[config.mk]
export PLATFORM = sky130hd
export DESIGN_NAME = button_debouncer
export DESIGN_NICKNAME = d
export VERILOG_FILES = /design/src/rtl/sync_2ff.sv /design/src/rtl/button_debouncer.sv
export SDC_FILE = /design/constraint.sdc
export NUM_CORES = 1
export LEC_CHECK = 0
export BUFFER_PORTS_ARGS = -buffer_cell sky130_fd_sc_hd__buf_2
export CORE_MARGIN = 5
export CORE_UTILIZATION = 40
export CTS_BUF_LIST = sky130_fd_sc_hd__clkbuf_8
export DETAILED_ROUTE_END_ITERATION = 12
export GPL_TIMING_DRIVEN = 0
export PLACE_DENSITY = 0.62
export SYNTH_ARGS = -nofsm -noshare
export SYNTH_HDL_FRONTEND = slang
export SYNTH_SLANG_ARGS = --single-unit
[constraint.sdc]
create_clock -name clk -period 1.5 [get_ports clk]
set_clock_uncertainty 0.2 [all_clocks]
set_input_delay 0.225 -clock clk [delete_from_list [all_inputs] [get_ports clk]]
set_output_delay 0.225 -clock clk [all_outputs]
set_load 0.02 [all_outputs]
[src/rtl/sync_2ff.sv]
// Two-flop synchronizer for a single asynchronous bit, with synchronous
// active-high clear.
module sync_2ff (
  input  logic clk,
  input  logic clr,
  input  logic d,
  output logic q
);

  logic meta;

  // Shift the raw input through two flops; clear drives both to 0.
  always_ff @(posedge clk) begin
    if (clr) begin
      meta <= 1'b0;
      q    <= 1'b0;
    end else begin
      meta <= d;
      q    <= meta;
    end
  end

endmodule

[src/rtl/button_debouncer.sv]
// Push-button debouncer: synchronizes the raw input, requires 2^WIDTH
// consecutive cycles of a new level before accepting it, and emits
// one-cycle press/release strobes alongside the clean level.
module button_debouncer #(
  parameter int unsigned WIDTH = 16
) (
  input  logic clk,
  input  logic clr,
  input  logic PushButton,
  output logic PB_state,
  output logic PB_down,
  output logic PB_up
);

  localparam logic [WIDTH-1:0] CNT_MAX = '1;
  localparam logic [WIDTH-1:0] CNT_ONE = WIDTH'(1);

  logic             sync;
  logic [WIDTH-1:0] cnt;
  logic             idle;
  logic             cnt_done;

  sync_2ff u_sync (
    .clk (clk),
    .clr (clr),
    .d   (PushButton),
    .q   (sync)
  );

  // Idle when the synchronized input agrees with the accepted level.
  always_comb begin
    idle     = (sync == PB_state);
    cnt_done = (cnt == CNT_MAX);
  end

  // Stability counter, accepted level and registered strobes.
  // The counter wraps to 0 naturally on the toggle edge.
  always_ff @(posedge clk) begin
    if (clr) begin
      cnt      <= '0;
      PB_state <= 1'b0;
      PB_down  <= 1'b0;
      PB_up    <= 1'b0;
    end else begin
      PB_down <= 1'b0;
      PB_up   <= 1'b0;
      if (idle) begin
        cnt <= '0;
      end else begin
        cnt <= cnt + CNT_ONE;
        if (cnt_done) begin
          PB_state <= ~PB_state;
          PB_down  <= ~PB_state;
          PB_up    <= PB_state;
        end
      end
    end
  end

endmodule

# Yosys cells after proc, flatten, opt, wreduce, memory -nomap -nowiden

Cells that the tools add are included.

Logic and storage cells: 15
Input bits: 3
Bits in registers: 21

Reduce and logical (&&, ||, !) cells: 3
Add/sub/neg operators: 1
Eq/ne operators: 2
Bitwise operators: 3

Operators by type and width:

| operator                | number |
|---|---|
| $add A16 B1 Y16 const B | 1 |
| $eq A16 B16 Y1 const B  | 1 |
| $not A1 Y1              | 3 |
| $reduce_or A3 Y1        | 1 |
| $reduce_and A2 Y1       | 1 |
| $reduce_or A2 Y1        | 1 |
| $eq A1 B1 Y1            | 1 |

# Depth between registers and ports, before layout

Depth in word-level cells: 3
Mapped depth: 4

# Modules after synthesis

From an unflattened synthesis, not the netlist that was laid out.

Cell total of the unflattened synthesis: 103
Area, all modules: 938.4 µm²

By module, submodules not included:

| module           | sequential area each (µm²) | area an instance (µm²) | instances | cells each |
|---|---|---|---|---|
| button_debouncer | 380.4                      | 885.8                  | 1         | 99 |
| sync_2ff         | 40.0                       | 52.6                   | 1         | 4 |

# Least setup slack after synthesis

No wires, ideal clock.

Kind: reg2reg
Start: register cnt[0]
End: register PB_down
Arrival time: 1411 ps
Path buffers: 0
Data required time: 1222 ps
Stages on the path, launching flop included: 5
Library setup time: 78 ps
Path slack: -189 ps
Clock period less this slack: 1689 ps
Cell sequence: dfxtp_1 -> ha_1 -> nand4_4 -> or4b_1 -> nor3_1

Longest elaborated chain between the ends: 3

RTL lines:

| item                       | line                   | text |
|---|---|---|
| from (decl)                | button_debouncer.sv:19 | `logic [WIDTH-1:0] cnt;` |
| from (signal assigned)     | button_debouncer.sv:50 | `cnt <= cnt + CNT_ONE;` |
| $eq A16 B16 Y1             | button_debouncer.sv:33 | `cnt_done = (cnt == CNT_MAX);` |
| $not A1 Y1 (no line)       | --                     |  |
| $reduce_or A3 Y1 (no line) | --                     |  |
| to (signal assigned)       | button_debouncer.sv:53 | `PB_down <= ~PB_state;` |
| to (decl)                  | button_debouncer.sv:11 | `output logic PB_down,` |

Every way passes these cells.
A chain may end at the register's enable or synchronous reset.

# Worst setup path in the final report

Same ends and word-level chain as after synthesis.

==> metrics.yaml <==
result_of_the_run: "complete, but fails checks"
violated_checks: "negative setup slack"
layoutNonFillerInstCount: 148
finish.net_count: 125
synthesis.nets: 107
start_util_pct: 42.0
final-max-slew-violation-count: 0
synth-seq-cells: 21
register_area_um2: 440
synth.top_cells.by_count: "21 x dfxtp_1, 12 x nand3_1, 7 x mux2i_1"
synth_edf_count: 0
dp_hpwl_um: 1260
critPathMaxStageDelay_ns: 0.56
synthTopCellsByArea: "dfxtp_1 45%, mux2i_1 7.5%, nand3_1 6.4%, nand3b_1 4.0%, nand4_1 3.3%"
synthToLayoutAreaGrowth_pct: 27.9
mappedNetlistArea_um2: 938
route.detailed.wl_per_inst_um: 12.8
synth.yosys.seq_area_share_pct: 44.8
synth-async-reset-ratio_pct: 0
timing_worst_slew_pin_value_ns: 0.418
final_period_minus_worst_setup_slack_ns: 1.56
cellLeakagePower_nw: 0.366
grt.total_usage_pct: 12.3
tritoncts: "done"
chipWidth_um: 58.4
start_kind: "register"
via_density_per_instance: 5.55
synthesis.area_per_instance_um2: 9.11
timing.final.ws_setup_ns: -0.0586
drtAntennaViolNets: 0
ctsLongestPathBuffers: 2
io-pin-count: 6
swShare_pct: 20.5
buffer_ports.inserted: 5
drive_gt1_share_pct: 30.0
worst_ir_drop_on_vdd_uv: 567
synth_warnings: 0
final.period_utilization_pct: 104
power.density_cell_area_nw_per_um2: 785
hold_path_class: "input port to register"
syn-instance-count: 103
clk-insertion-delay-late_ns: 0.26
setup.worst_path.end_class: "register"
required_time_at_the_endpoint_of_the_critical_path_ns: 1.49
numClockSinks: 21
report.final.setup_viol: 7
vias: 821
largest_net_degree_at_the_start_of_global_routing: 12
multi_input_area_um2: 558
grt_pass1_vias: 775
critPathSlowestCell: "or4b_4"
synth-main-ff-cell: "dfxtp_1"
cp_data_arrival_time_ns: 1.55
first_pass_grt_wire_length_um: 3280
fmaxAchievable_mhz: 642
cts_max_level: 1
yosys.cell_types.count: 26
drt_pre_antenna_iters: 4
design_power_total_w: 0.000942
placedCellCount: 136
drcViolationCount: 0
cts-root-buf: "clkbuf_8"
clock_power_share_pct: 37.6
worst_slew_margin_rel_pct: 72.1
cp_cell_sequence: "ha_4, nand4_4, or4b_4, nor3_2"
synth_most_common_cell: "dfxtp_1"
die_boundary_height_um: 58.4
filler_cell_count: 207
critical_path.max_fanout: 7
netlist.top_cell.by_area: "dfxtp_1"
rsz_0062_raised_after_global_routing: "yes"
place.gp.congestion: 0.753
totalWireLength_um: 1900
die-area_um2: 3410
net-switching-power_w: 0.000193
antennaDiodeCount: 0
cts_made_buffers: 3
clkSlewWorstSetupHoldPaths_ns: 0.07
antenna_found_initial: 0
core_area_um2: 2230
netlist.area_leader.share_pct: 44.8
power_frac_seq_pct: 59.1
combinationalPowerShare_pct: 3.3
report.final.hold_viol_count: 0
classification_of_the_worst_setup_path: "register to register"
p_int_w: 0.000749
final_global_route_overflow_total: 0
num_rows: 17
cap_violations: 0
drt_iter0_markers: 23
cell usage in the layout (no fill, tap or decap), types with 3 or more instances in the layout:
master and count:
nor3_2 4, clkbuf_8 3, a21oi_1 5, dfxtp_2 4
nand2_1 6, mux2i_1 7, o21ai_0 3, inv_1 6
or3_1 3, nand3_1 10, buf_2 6, dfxtp_4 4
nand3b_1 5, dfxtp_1 13, nand4_1 5, buf_4 6
nor2_1 4, nor4_1 3
path summary, 6_finish.rpt:
| check | slack (ns) | end | cells after the start | startpoint |
|---|---|---|---|---|
| setup / recovery | -0.06 | PB_down | 4 | cnt[0] |
| setup reg to reg | -0.06 | PB_down | 4 | cnt[0] |
| hold / removal | 0.08 | PB_up | 3 | clr |
| hold reg to reg | 0.26 | u_sync.q | 1 | u_sync.meta |
metal layers:
layer,GRT usage [%],part of all wire [%]
met5,0,0
met2,20.9,49
met4,4.97,1.8
met1,14.2,45
met3,3.95,3.2
flip-flops by register name (all words and copies together) (netlist names):
name	count
PB_down	1
u_sync.q	1
u_sync.meta	1
PB_up	1
cnt	16
PB_state	1
power by group through the flow:
stage	logic (W)	clock network [W]	registers, W
floorplan	0.0000157	0	0.000576
global placement	0.0000233	0	0.000576
detailed placement	0.0000243	0	0.000576
CTS	0.0000306	0.000372	0.000559
global route	0.0000345	0.000403	0.000557
finish	0.0000310	0.000354	0.000557
kinds of logic (layout without fill, tap and decap cells):
family,count (synthesis),after routing,share of synthesized area [%]
compound gates,10,10,5.87
fa+ha+maj,1,1,1.33
simple gates,52,52,32.8
xor+xnor,4,4,4.53
buf+inv,8,25,3.20
flops,21,21,44.8
mux,7,7,7.47
through the flow:
stage               hold slack [ns]  setup slack, ns  setup TNS, ns  area (um^2)  utilization [%]
finish                       0.0775          -0.0586         -0.228         1200             53.7
global route                 0.0766           -0.130          -1.04         1200             53.7
CTS                          0.0678          -0.0597         -0.169         1150             51.5
detailed placement            0.234           -0.180         -0.841         1010             45.4
global placement              0.228           -0.155         -0.658         1010             45.4
floorplan                    0.0966          -0.0550         -0.110          955                -
worst max-delay path, delay by kind of cell (launching register included):
| kind | cells | cell delay (ns) |
|---|---|---|
| and+or+nand+nor | 3 | 0.79 |
| DFF | 1 | 0.36 |
| adders and majority gates | 1 | 0.14 |
repair_timing:
action	4_1_cts	5_1_grt
buffers inserted	4	2
hold buffers	2	0
gates resized for setup	12	9
endpoints found under the hold margin	2	0
endpoints found under the setup margin	11	13
pin swaps	3	3
cell type report:
class / count / share of cell area (%)
well taps: 28 / 2.92
plain buffers: 2 / 0.730
clock inverters: 1 / 0.313
repair buffers: 13 / 7.51
flip-flops and latches: 21 / 36.7
clock buffers: 3 / 3.44
inverters: 6 / 1.88
multi-input cells: 74 / 46.5
(Power assumes the default switching activity.)
